### src/rtl/cache_arb_pkg.sv
// cache_arb_pkg
// Shared types for the cache round-robin arbiter.
//   arb_state_t : arbiter FSM state (IDLE, BUSY)
//   arb_rw_t    : direction of the latched line request (ARB_RD, ARB_WR)
//   idx_width() : bit width needed to index N requesters (at least 1)
package cache_arb_pkg;

  typedef enum logic {
    IDLE = 1'b0,
    BUSY = 1'b1
  } arb_state_t;

  typedef enum logic {
    ARB_RD = 1'b0,
    ARB_WR = 1'b1
  } arb_rw_t;

  // A single requester still needs a 1-bit index so that the pointer and
  // winner registers stay legal vectors.
  function automatic int unsigned idx_width(input int unsigned n);
    return (n > 1) ? $clog2(n) : 1;
  endfunction

endpackage

### src/rtl/rr_picker.sv
// rr_picker
// Combinational round-robin selection. Scans pending requesters starting at
// ptr_i and wrapping modulo N_REQ; reports the first pending index found.
// Ports:
//   pending_i [N_REQ]  per-requester pending flag
//   ptr_i     [IDX_W]  index with highest priority this round (< N_REQ)
//   valid_o            at least one requester is pending
//   winner_o  [IDX_W]  selected requester index (0 when valid_o is low)
module rr_picker
  import cache_arb_pkg::*;
#(
  parameter int N_REQ = 3,
  parameter int IDX_W = idx_width(N_REQ)
) (
  input  logic [N_REQ-1:0] pending_i,
  input  logic [IDX_W-1:0] ptr_i,
  output logic             valid_o,
  output logic [IDX_W-1:0] winner_o
);

  logic [IDX_W-1:0] rot_idx [N_REQ];
  logic [N_REQ-1:0] hit;

  // rot_idx[k] is the requester examined at scan offset k. The wrap is an
  // explicit subtraction, so N_REQ does not need to be a power of two.
  for (genvar gi = 0; gi < N_REQ; gi++) begin : g_rot
    logic [IDX_W:0] sum;
    assign sum         = {1'b0, ptr_i} + (IDX_W + 1)'(gi);
    assign rot_idx[gi] = (sum >= (IDX_W + 1)'(N_REQ)) ? IDX_W'(sum - (IDX_W + 1)'(N_REQ))
                                                      : IDX_W'(sum);
    assign hit[gi]     = pending_i[rot_idx[gi]];
  end

  // Walk offsets from farthest to nearest so the nearest hit wins.
  always_comb begin
    valid_o  = 1'b0;
    winner_o = '0;
    for (int k = N_REQ - 1; k >= 0; k--) begin
      if (hit[k]) begin
        valid_o  = 1'b1;
        winner_o = rot_idx[k];
      end
    end
  end

endmodule

### src/rtl/cache_rr_arbiter.sv
// cache_rr_arbiter
// N-port round-robin arbiter between L1 caches / prefetchers and a single
// shared L2 line port. A request is sampled in IDLE, latched (rw, address,
// write line) and held stable on the L2 side until l2_resp; the pointer then
// moves to the requester after the winner. One bubble cycle separates
// transactions.
// Ports:
//   clk, rst            clock (rising edge), synchronous active-high reset
//   req_read/req_write  per-requester line read / write request
//   req_address         per-requester line address
//   req_wdata           per-requester write line
//   req_resp            one-hot completion pulse to the granted requester
//   req_rdata           read line broadcast (direct copy of l2_rdata)
//   l2_read/l2_write    downstream request, held until l2_resp
//   l2_address/l2_wdata latched address / write line of the granted request
//   l2_resp, l2_rdata   downstream completion pulse and read line
//   perf_grants         grants per requester        (CACHE_ARB_PERF_EN)
//   perf_wait_cycles    cycles with a waiting requester (CACHE_ARB_PERF_EN)
// Optional feature: define CACHE_ARB_PERF_EN to add the saturating
// performance counters and their ports.
module cache_rr_arbiter
  import cache_arb_pkg::*;
#(
  parameter int N_REQ  = 3,
  parameter int ADDR_W = 32,
  parameter int S_LINE = 256,
  parameter int CNT_W  = 32
) (
  input  logic                           clk,
  input  logic                           rst,
  input  logic [N_REQ-1:0]               req_read,
  input  logic [N_REQ-1:0]               req_write,
  input  logic [N_REQ-1:0][ADDR_W-1:0]   req_address,
  input  logic [N_REQ-1:0][S_LINE-1:0]   req_wdata,
  output logic [N_REQ-1:0]               req_resp,
  output logic [S_LINE-1:0]              req_rdata,
  output logic                           l2_read,
  output logic                           l2_write,
  output logic [ADDR_W-1:0]              l2_address,
  output logic [S_LINE-1:0]              l2_wdata,
  input  logic                           l2_resp,
  input  logic [S_LINE-1:0]              l2_rdata
`ifdef CACHE_ARB_PERF_EN
  ,
  output logic [N_REQ-1:0][CNT_W-1:0]    perf_grants,
  output logic [CNT_W-1:0]               perf_wait_cycles
`endif
);

  localparam int IDX_W = idx_width(N_REQ);

  arb_state_t        state_q;
  logic [IDX_W-1:0]  ptr_q;
  logic [IDX_W-1:0]  ptr_d;
  logic [IDX_W-1:0]  winner_q;
  logic [ADDR_W-1:0] addr_q;
  logic [S_LINE-1:0] wdata_q;
  logic              l2_read_q;
  logic              l2_write_q;

  logic [N_REQ-1:0]  pending;
  logic              pick_valid;
  logic [IDX_W-1:0]  pick_winner;
  arb_rw_t           pick_rw;
  logic              resp_fire;

  assign pending = req_read | req_write;

  rr_picker #(
    .N_REQ (N_REQ),
    .IDX_W (IDX_W)
  ) u_picker (
    .pending_i (pending),
    .ptr_i     (ptr_q),
    .valid_o   (pick_valid),
    .winner_o  (pick_winner)
  );

  // Read and write together is illegal from a cache; the write wins.
  assign pick_rw   = req_write[pick_winner] ? ARB_WR : ARB_RD;
  assign resp_fire = (state_q == BUSY) && l2_resp;

  // Rotate to the requester after the one just served.
  assign ptr_d = (winner_q == IDX_W'(N_REQ - 1)) ? '0 : winner_q + IDX_W'(1);

  always_ff @(posedge clk) begin
    if (rst) begin
      state_q    <= IDLE;
      ptr_q      <= '0;
      winner_q   <= '0;
      addr_q     <= '0;
      wdata_q    <= '0;
      l2_read_q  <= 1'b0;
      l2_write_q <= 1'b0;
    end else begin
      case (state_q)
        IDLE: begin
          if (pick_valid) begin
            winner_q   <= pick_winner;
            addr_q     <= req_address[pick_winner];
            wdata_q    <= req_wdata[pick_winner];
            l2_read_q  <= (pick_rw == ARB_RD);
            l2_write_q <= (pick_rw == ARB_WR);
            state_q    <= BUSY;
          end
        end
        BUSY: begin
          // Requester inputs are ignored here; only the L2 completion matters.
          if (l2_resp) begin
            ptr_q      <= ptr_d;
            l2_read_q  <= 1'b0;
            l2_write_q <= 1'b0;
            state_q    <= IDLE;
          end
        end
        default: state_q <= IDLE;
      endcase
    end
  end

  assign l2_read    = l2_read_q;
  assign l2_write   = l2_write_q;
  assign l2_address = addr_q;
  assign l2_wdata   = wdata_q;
  assign req_rdata  = l2_rdata;

  // Completion is combinational with l2_resp so the cache sees it the same cycle.
  for (genvar gi = 0; gi < N_REQ; gi++) begin : g_resp
    assign req_resp[gi] = resp_fire && (winner_q == IDX_W'(gi));
  end

`ifdef CACHE_ARB_PERF_EN
  logic [N_REQ-1:0][CNT_W-1:0] grant_cnt_q;
  logic [CNT_W-1:0]            wait_cnt_q;
  logic [N_REQ-1:0]            grant_hit;
  logic [N_REQ-1:0]            cur_mask;
  logic                        wait_hit;

  // cur_mask marks the requester currently being served (BUSY) or being
  // granted this cycle (IDLE); anyone else pending is waiting.
  for (genvar gi = 0; gi < N_REQ; gi++) begin : g_perf
    assign grant_hit[gi] = (state_q == IDLE) && pick_valid && (pick_winner == IDX_W'(gi));
    assign cur_mask[gi]  = (state_q == BUSY) ? (winner_q == IDX_W'(gi)) : grant_hit[gi];
  end

  assign wait_hit = |(pending & ~cur_mask);

  always_ff @(posedge clk) begin
    if (rst) begin
      grant_cnt_q <= '0;
      wait_cnt_q  <= '0;
    end else begin
      for (int i = 0; i < N_REQ; i++) begin
        if (grant_hit[i] && !(&grant_cnt_q[i])) begin
          grant_cnt_q[i] <= grant_cnt_q[i] + CNT_W'(1);
        end
      end
      if (wait_hit && !(&wait_cnt_q)) begin
        wait_cnt_q <= wait_cnt_q + CNT_W'(1);
      end
    end
  end

  assign perf_grants      = grant_cnt_q;
  assign perf_wait_cycles = wait_cnt_q;
`endif

endmodule

### config.mk
export PLATFORM = sky130hd
export DESIGN_NAME = cache_rr_arbiter
export DESIGN_NICKNAME = d
export VERILOG_FILES = /design/src/rtl/cache_arb_pkg.sv /design/src/rtl/rr_picker.sv /design/src/rtl/cache_rr_arbiter.sv
export SDC_FILE = /design/constraint.sdc
export NUM_CORES = 1
export LEC_CHECK = 0
export CAP_MARGIN = 0
export CORE_AREA = 4 4 657 659
export CTS_CLUSTER_DIAMETER = 50
export CTS_CLUSTER_SIZE = 24
export DETAILED_ROUTE_END_ITERATION = 7
export DIE_AREA = 0 0 661 663
export GPL_TIMING_DRIVEN = 0
export SLEW_MARGIN = 40
export SYNTH_ARGS = -nofsm -noshare
export SYNTH_HDL_FRONTEND = slang
export SYNTH_HIERARCHICAL = 1
export SYNTH_SLANG_ARGS = --single-unit
### constraint.sdc
create_clock -name clk -period 5.2 [get_ports clk]
set_clock_uncertainty 0.1 [all_clocks]
set_input_delay 1.56 -clock clk [delete_from_list [all_inputs] [get_ports clk]]
set_output_delay 1.56 -clock clk [all_outputs]
set_load 0.01 [all_outputs]
==> results.md <==
- Crit Path Max Fanout: 10
- Routed wire length: 343000 um
- Crit path kind: in2reg
- Top post-synthesis cells by area: dfxtp_1 (33%), mux2i_1 (16%), a2bb2oi_1 (14%)
- Critical path arrival: 5.51 ns
- Power density over the cells: 268 nW/um^2
- VDD IR max: 0.252 mV
- Post-synth cell types: 36
- Drt drc: 0
- Via Count: 25000
- Final TNS setup: 0 ns
- GPL Wtd Cong: 0.981
- Vias in the first global route: 22900
- Overflow after GRT: 0
- Synth Net Count: 3076
- DP Wirelength: 318000 um
- Static Leak: 14.1 nW
- DP Cell Count: 9057
- MaxCap Viol Count: 0
- Largest net degree at the start of global routing: 14
- Vias per Instance: 2.70
- Slew HR: 44.2%
- CP startpoint kind: input port
- IO buf count: 1420
- Final ANT Viol Nets: 0
- Die H: 663 um
- Total setup buffers inserted after CTS: 0
- Layout Cells excl Fill: 9247
- Synth Instances: 1944
- Hold path cells: 1
- Ratio of cells with drive above 1 in the final layout: 14.5%
- Ys async rst share: 0%
- Sequential area share after synthesis: 33.3%
- Die area: 438000 um^2
- Ys Warns: 6
- Initial core utilization: 4.16%
- Ys flop type: dfxtp_1
- Worst slew pin tran: 0.834 ns
- WP data required: 5.69 ns
- Cell Area, Synth: 17700 um^2
- Synth top cells by count: dfxtp_1 (295), nor2_1 (291), mux2i_1 (290)
- Max Slew Vio Count: 0
- Reg-to-Reg Start: ptr_q[1]
- Hold Crit Start: l2_address[0]
- Total power: 0.0110 W
- CTS sink count: 295
- Slowest CP cell: mux2i_1
- CTS tree: done
- Crit Reg-Reg Endpoint: l2_wdata[223]
- Rows: 240
- DRC marker count from the first detailed-route iteration: 1999
- DRT Pass-1 Iters: 5
- Achievable frequency: 199 MHz
- Chip Width: 661 um
- Hold Vio Cnt, Final: 0
- Synth Area per Inst: 9.11 um^2
- CP Cell Sequence: clkdlybuf4s50_1 > or2_2 > mux2i_1 > o221ai_1 > o311ai_0 > buf_2 > buf_4 > buf_6 > buf_6 > mux2i_1 > a2bb2oi_1 > a211oi_1
- Area added between synthesis and finish: 133%
- Final net count: 4554
- Flop-to-flop setup slack: 1.15 ns
- Global-route wire length before repair: 391000 um
- Crit end category: register
- Crit share post-route: 96.6%
- CTS root buf: clkbuf_16
- Top-level I/O count: 1678
- Worst Hold End: l2_address[0]
- Most area-hungry cell type in the Yosys netlist: dfxtp_1
- Post-synth EDFFs: 0
- Number of fillers in the final layout: 49400
- Unrepaired setup endpoints after global routing: false
- Endpoints failing setup: 0
- Clock slew at reported path FFs: 0.06 ns
- Synth top area share: 33.3%
- Initial antenna violation count: 450
- Core area: 426000 um^2
- Slowest stage delay, CP: 0.61 ns
- Area of the multi-input gates: 9030 um^2
- GR Util All Layers: 14.9%
- Top-count cell post-synth: dfxtp_1
- Clk buf depth: 3
- Max H-tree Level: 2
- Num CTS Buffers: 50
- Clock Latency Late Sink: 0.67 ns
- Result of the run: complete, no violations
- Wirelength per Cell: 37.1 um
- Yosys reg bits: 295
- Reg2Reg Depth: 13
- Register area: 5910 um^2
- Final min period: 5.02 ns
- Worst hold path class: reg2reg
[where the power goes]
part	leakage [nW]	internal [W]	switching, W
combinational	10.7	0.00209	0.00242
sequential	2.46	0.00258	0.000221
clock	0.887	0.00214	0.00159
total	14.1	0.00681	0.00422
[layout by cell type, fill, tap and decap left out, drive strengths merged, types with 2 or more instances in the layout]
cell and count:
nor2b 5, nand2b 2, and3 3, nand2 8, o21ai 2, nor3b 2
a221o 11, nor2 291, ha 3, buf 379, a2bb2oi 277, clkbuf 151
a21oi 6, or2 3, clkdlybuf4s50 1400, mux2i 290, a211oi 277, clkinv 14
diode 96, inv 24, o32a 2, bufinv 5, dfxtp 295
[layout make-up]
class	count	area share, %
Buffer	449	7.02
Sequential cell	295	14.3
Tap cell	5687	17.3
Clock buffer	55	3.21
Inverter	4	0.0364
Antenna cell	96	0.583
Timing Repair Buffer	1426	34.5
Multi-Input combinational cell	1196	21.9
Clock inverter	39	1.12
[worst max-delay path: cells and delay by family]
family / cells / cell delay [ns]
AOI/OAI and AO/OA: 4 / 0.95
buffers and inverters: 5 / 1.75
muxes: 2 / 0.77
and+or+nand+nor: 1 / 0.35
[per-stage QoR]
stage	hold slack, ns	area [um^2]	setup WS, ns	util, %
after detailed placement	0.368	39200	-1.20	9.20
after global routing	0.411	41100	0.0173	9.64
after global placement	0.371	39000	-2.13	9.16
final	0.388	41200	0.177	9.67
after floorplan	0.358	17700	1.37	-
after CTS	0.387	41000	0.0139	9.62
[how the worst max path moves through the flow]
stage / to / start / slack, ns
3_5_place_dp: l2_address[10] / req_read[1] / -1.20
3_3_place_gp: l2_address[10] / req_read[1] / -2.13
6_report: l2_wdata[223] / req_read[1] / 0.18
2_1_floorplan: l2_address[10] / req_read[1] / 1.37
4_1_cts: l2_address[10] / req_read[1] / 0.01
5_1_grt: l2_address[10] / req_read[1] / 0.02
[sequential cells by signal, summed over array words and instances, names as in the netlist]
register,cells
l2_read,1
state_q,1
l2_write,1
l2_wdata,256
winner_q,2
l2_address,32
ptr_q,2
[repair_timing]
| action | CTS | global route |
|---|---|---|
| resized for setup | 4 | 0 |
| hold buffers | 0 | 0 |
| setup endpoints to repair | 4 | 0 |
[metal layers]
metal	share of wire (%)	routed length (um)	track usage (%)	vias to the layer above
li1	-	-	-	10100
met1	34	115000	14.9	11500
met2	46	159000	25.2	2169
met3	15	52900	9.97	1001
met4	4.0	13700	4.06	270
met5	0.53	1830	0	-
[kinds of logic after synthesis]
group / after synthesis / synth area share (%)
AOI/OAI and AO/OA: 582 / 26.7
adders and majority gates: 3 / 0.212
buffers and inverters: 453 / 16.2
DFF: 295 / 33.3
muxes: 290 / 16.4
and+or+nand+nor: 321 / 7.15
Note: power is estimated with default switching activity, not from simulation.
